<file path="src/rtl/sunc_fifo.sv">
// Single-clock FIFO of DEPTH x WIDTH words; registered read data appears one clock after an accepted RD_EN.
// Writes while full are dropped unless a read frees a slot on the same edge; reads while empty are ignored.
module sunc_fifo #(
   parameter int DEPTH = 8,
   parameter int WIDTH = 32
) (
   input  logic             clk,
   input  logic             rst,
   input  logic             WR_EN,
   input  logic [WIDTH-1:0] data_in,
   input  logic             RD_EN,
   output logic [WIDTH-1:0] data_out,
   output logic             full,
   output logic             empty
);

   localparam int PW = $clog2(DEPTH);
   localparam int CW = $clog2(DEPTH + 1);

   logic [WIDTH-1:0] mem_q [DEPTH];
   logic [PW-1:0]    wr_ptr_q, wr_ptr_d;
   logic [PW-1:0]    rd_ptr_q, rd_ptr_d;
   logic [CW-1:0]    count_q, count_d;
   logic [WIDTH-1:0] dout_q, dout_d;
   logic             wr_ok, rd_ok;

   assign empty    = (count_q == '0);
   assign full     = (count_q == CW'(DEPTH));
   assign data_out = dout_q;

   // A read on the same edge frees the slot, so a full FIFO still takes the write.
   assign wr_ok = WR_EN && (!full || RD_EN);
   assign rd_ok = RD_EN && !empty;

   always_comb begin
      wr_ptr_d = wr_ptr_q;
      rd_ptr_d = rd_ptr_q;
      count_d  = count_q;
      dout_d   = dout_q;
      if (wr_ok) begin
         wr_ptr_d = (wr_ptr_q == PW'(DEPTH - 1)) ? '0 : wr_ptr_q + PW'(1);
      end
      if (rd_ok) begin
         rd_ptr_d = (rd_ptr_q == PW'(DEPTH - 1)) ? '0 : rd_ptr_q + PW'(1);
         dout_d   = mem_q[rd_ptr_q];
      end
      case ({wr_ok, rd_ok})
         2'b10:   count_d = count_q + CW'(1);
         2'b01:   count_d = count_q - CW'(1);
         default: count_d = count_q;
      endcase
   end

   always_ff @(posedge clk) begin
      if (rst) begin
         wr_ptr_q <= '0;
         rd_ptr_q <= '0;
         count_q  <= '0;
         dout_q   <= '0;
      end else begin
         wr_ptr_q <= wr_ptr_d;
         rd_ptr_q <= rd_ptr_d;
         count_q  <= count_d;
         dout_q   <= dout_d;
      end
   end

   always_ff @(posedge clk) begin
      if (!rst && wr_ok) begin
         mem_q[wr_ptr_q] <= data_in;
      end
   end

endmodule

</file>
<file path="config.mk">
export PLATFORM = sky130hd
export DESIGN_NAME = sunc_fifo
export DESIGN_NICKNAME = d
export VERILOG_FILES = /design/src/rtl/sunc_fifo.sv
export SDC_FILE = /design/constraint.sdc
export NUM_CORES = 1
export LEC_CHECK = 0
export BUFFER_PORTS_ARGS = -buffer_cell sky130_fd_sc_hd__buf_2
export CORE_MARGIN = 2
export CORE_UTILIZATION = 25
export CTS_CLUSTER_DIAMETER = 60
export DETAILED_ROUTE_END_ITERATION = 10
export GPL_TIMING_DRIVEN = 1
export HOLD_SLACK_MARGIN = 0.15
export PLACE_DENSITY = 0.44
export SLEW_MARGIN = 20
export SYNTH_ARGS = -nofsm -noshare
export SYNTH_HDL_FRONTEND = slang
export SYNTH_SLANG_ARGS = --single-unit
</file>
<file path="constraint.sdc">
create_clock -name clk -period 5.4 [get_ports clk]
set_input_delay 0.54 -clock clk [delete_from_list [all_inputs] [get_ports clk]]
set_output_delay 0.54 -clock clk [all_outputs]
set_load 0.02 [all_outputs]
</file>
==> run metrics <==
Worst-Margin Slew 1014 ps; Yosys reg bits 298; post-DP HPWL 14.96 mm; first-pass GRT wire length 38.90 mm; CTS H-Tree Depth 1; critical path capture point type flop; Post-Synthesis Cells 553; internal power 4.385 mW; total iterations of the first detailed-routing run 4; most frequent cell after synthesis edfxtp_1; nets 687; Switch Pwr 1.722 mW; largest family of logic cells by synthesized area multiplexers; setup_tns 0 ps; io pins 70; Initial DRC Count 317; Initial Util 25.23%; worst skew pair latency 570 ps; total CTS buffers 31; Core Region 44030 um^2; CTS clk-pin slew, worst paths 60 ps; Final Setup Violations 0; Area Overhead vs Synth 20.00%; cell area after synthesis 11110 um^2; mux cell area share after synthesis 13.07%; total number of vias 5583; CTS Sinks 298; adder-cell share of the synthesized area 0.9687%; Avg Cell Area, Syn 20.09 um^2; Die Y 214.8 um; Reg power frac 47.0%; Final Cycle Share 54.92%; total track usage 11.28%; Synth Area in Simple Gates 4.641%; commonest register cell after synthesis edfxtp_1; cts hold-fix bufs 0; non-filler cells, final 1259; die area 46130 um^2; yosys synthesis warning count 0; Synth top cells by count edfxtp_1, mux4_2, nor2_1; crit path to count_q[3]; Hold WC Path Type in -> reg; Worst Skew 16.46 ps; Max IR drop VDD 0.0001851 V; unrepaired setup endpoints after global routing false; Die Wd 214.8 um; register area share after synthesis 76.77%; Critical R2R Capture count_q[3]; status complete, no violations; Startpoint Class flop; routed wire length 25.97 mm; Yosys cell types 35; max_cap viols 0; Post-synth EDFFs 256; reg2reg start count_q[0]; R2R Setup Slk 2430 ps; CTS tree built; Clk pwr share 33.8%; final hold violation count 0; fin crit period 2966 ps; WP data arrival 3440 ps; post-synth top area share 69.20%; Max Freq 337.2 MHz; n_diodes 0; post_cts resized 0; placed insts 1201; CP Max Fanout 37; share of cells above drive strength 1 33.28%; Mapped Nets 597; dominant cell type by area after synthesis edfxtp_1; clk root buf clkbuf_16; Pwr Density 458.2 nW/um^2; Req. time, crit path 5870 ps; clock buffer depth 3; WL/cell 20.63 um; Final Max Slew Viols 0; IO buf count 69; vias in the first global route 6089; overall power 6.107 mW; initial antenna violation count 1; worst setup path start count_q[0]; Max transition margin 32.37%; compound-gate portion of the synthesized area 2.782%; top cells by area, synth edfxtp_1, mux4_2, dfxtp_1; asr flop ratio synth 0%; leakage 4.265 nW; largest net degree at the start of global routing 67; GP Congestion 0.6867; num rows 77; worst r2r path cells 8; vias per std cell 4.434; Comb pwr share 19.2%; Post-CTS Setup Inserts 0; fillers 4260; DRC viols 0; Routed Antenna Nets 0; critical setup path kind reg -> reg; xor-xnor portion of the synthesized cell area 0.1577%; Sw Ratio 28.19%; grt ovf 0
-- metrics by stage --
step	instance area [um^2]	worst slack, ps	hold slack, ps	utilization, %
floorplan	11110	664.4	472.8	-
global route	13330	2323	242.2	30.28
global placement	12180	2580	480.7	27.66
detailed placement	12310	2447	480.9	27.95
finish	13330	2434	243.0	30.28
CTS	13300	2454	220.7	30.21
-- final cells by class --
class	instances	area, um^2	area share [%]
Sequential cell	298	8536	64.03
Clock inverter	12	87.58	0.6570
Timing Repair Buffer	86	585.6	4.393
Multi-Input combinational cell	221	2451	18.39
Inverter	5	21.27	0.1596
Clock buffer	45	908.4	6.814
Tap cell	592	740.7	5.557
-- state kept, by name, summed over array words and instances, names as in the netlist --
signal / flops
wr_ptr_q: 3
rd_ptr_q: 3
data_out: 32
mem_q: 256
count_q: 4
-- cell usage in the layout, fill, tap and decap left out, drive strengths merged --
cell type / n
a21oi: 10
and3: 1
buf: 86
bufinv: 1
clkbuf: 45
clkinv: 8
clkinvlp: 2
dfxtp: 42
edfxtp: 256
fa: 1
ha: 7
inv: 6
mux2i: 1
mux4: 64
nand2: 8
nand2b: 1
nand3: 1
nand3b: 2
nor2: 44
nor3: 36
nor4: 2
nor4b: 1
o211ai: 1
o21ai: 1
o22ai: 32
o31ai: 1
o41ai: 1
or3: 1
or3b: 1
or4: 1
or4b: 1
xor2: 2
-- per-layer routing --
metal / routed length, um / track usage, % / vias up
li1: - / - / 2449
met1: 10870 / 13.83 / 2943
met2: 13310 / 20.45 / 132
met3: 1100 / 1.868 / 57
met4: 687 / 3.102 / 2
met5: 9 / 0 / -
-- worst max-delay path, stage by stage (launching register included) --
cell and delay, ps:
dfxtp_1 380, o41ai_4 510, inv_4 320, ha_1 320
ha_1 330, a21oi_1 230, a21oi_1 130, or4_1 480
a21oi_1 170
-- power by group through the flow --
stage	clock, mW	combinational (mW)	sequential (mW)
2_1_floorplan	0	0.810	2.91
6_report	2.06	1.17	2.87
5_1_grt	2.20	1.28	2.91
3_5_place_dp	0	1.17	2.96
4_1_cts	2.12	1.17	2.91
3_3_place_gp	0	1.14	2.95
-- cell families (layout without fill, tap and decap cells) --
logic type | after synthesis | in the layout
AO/OA/AOI/OAI | 46 | 46
flip-flops | 298 | 298
AND/OR/NAND/NOR | 100 | 100
buffers and inverters | 34 | 148
adder cells (fa/ha/maj) | 8 | 8
multiplexers | 65 | 65
XOR/XNOR | 2 | 2
-- worst min-delay path by stage --
stage,depth (start not counted),slack (ps),to,from
5_1_grt,1,240,mem_q[5][5],data_in[5]
2_1_floorplan,2,470,rd_ptr_q[2],rd_ptr_q[2]
3_5_place_dp,2,480,data_out[19],data_out[19]
6_report,1,240,mem_q[5][5],data_in[5]
3_3_place_gp,2,480,data_out[3],data_out[3]
4_1_cts,1,220,mem_q[5][5],data_in[5]
(Power assumes the default switching activity.)
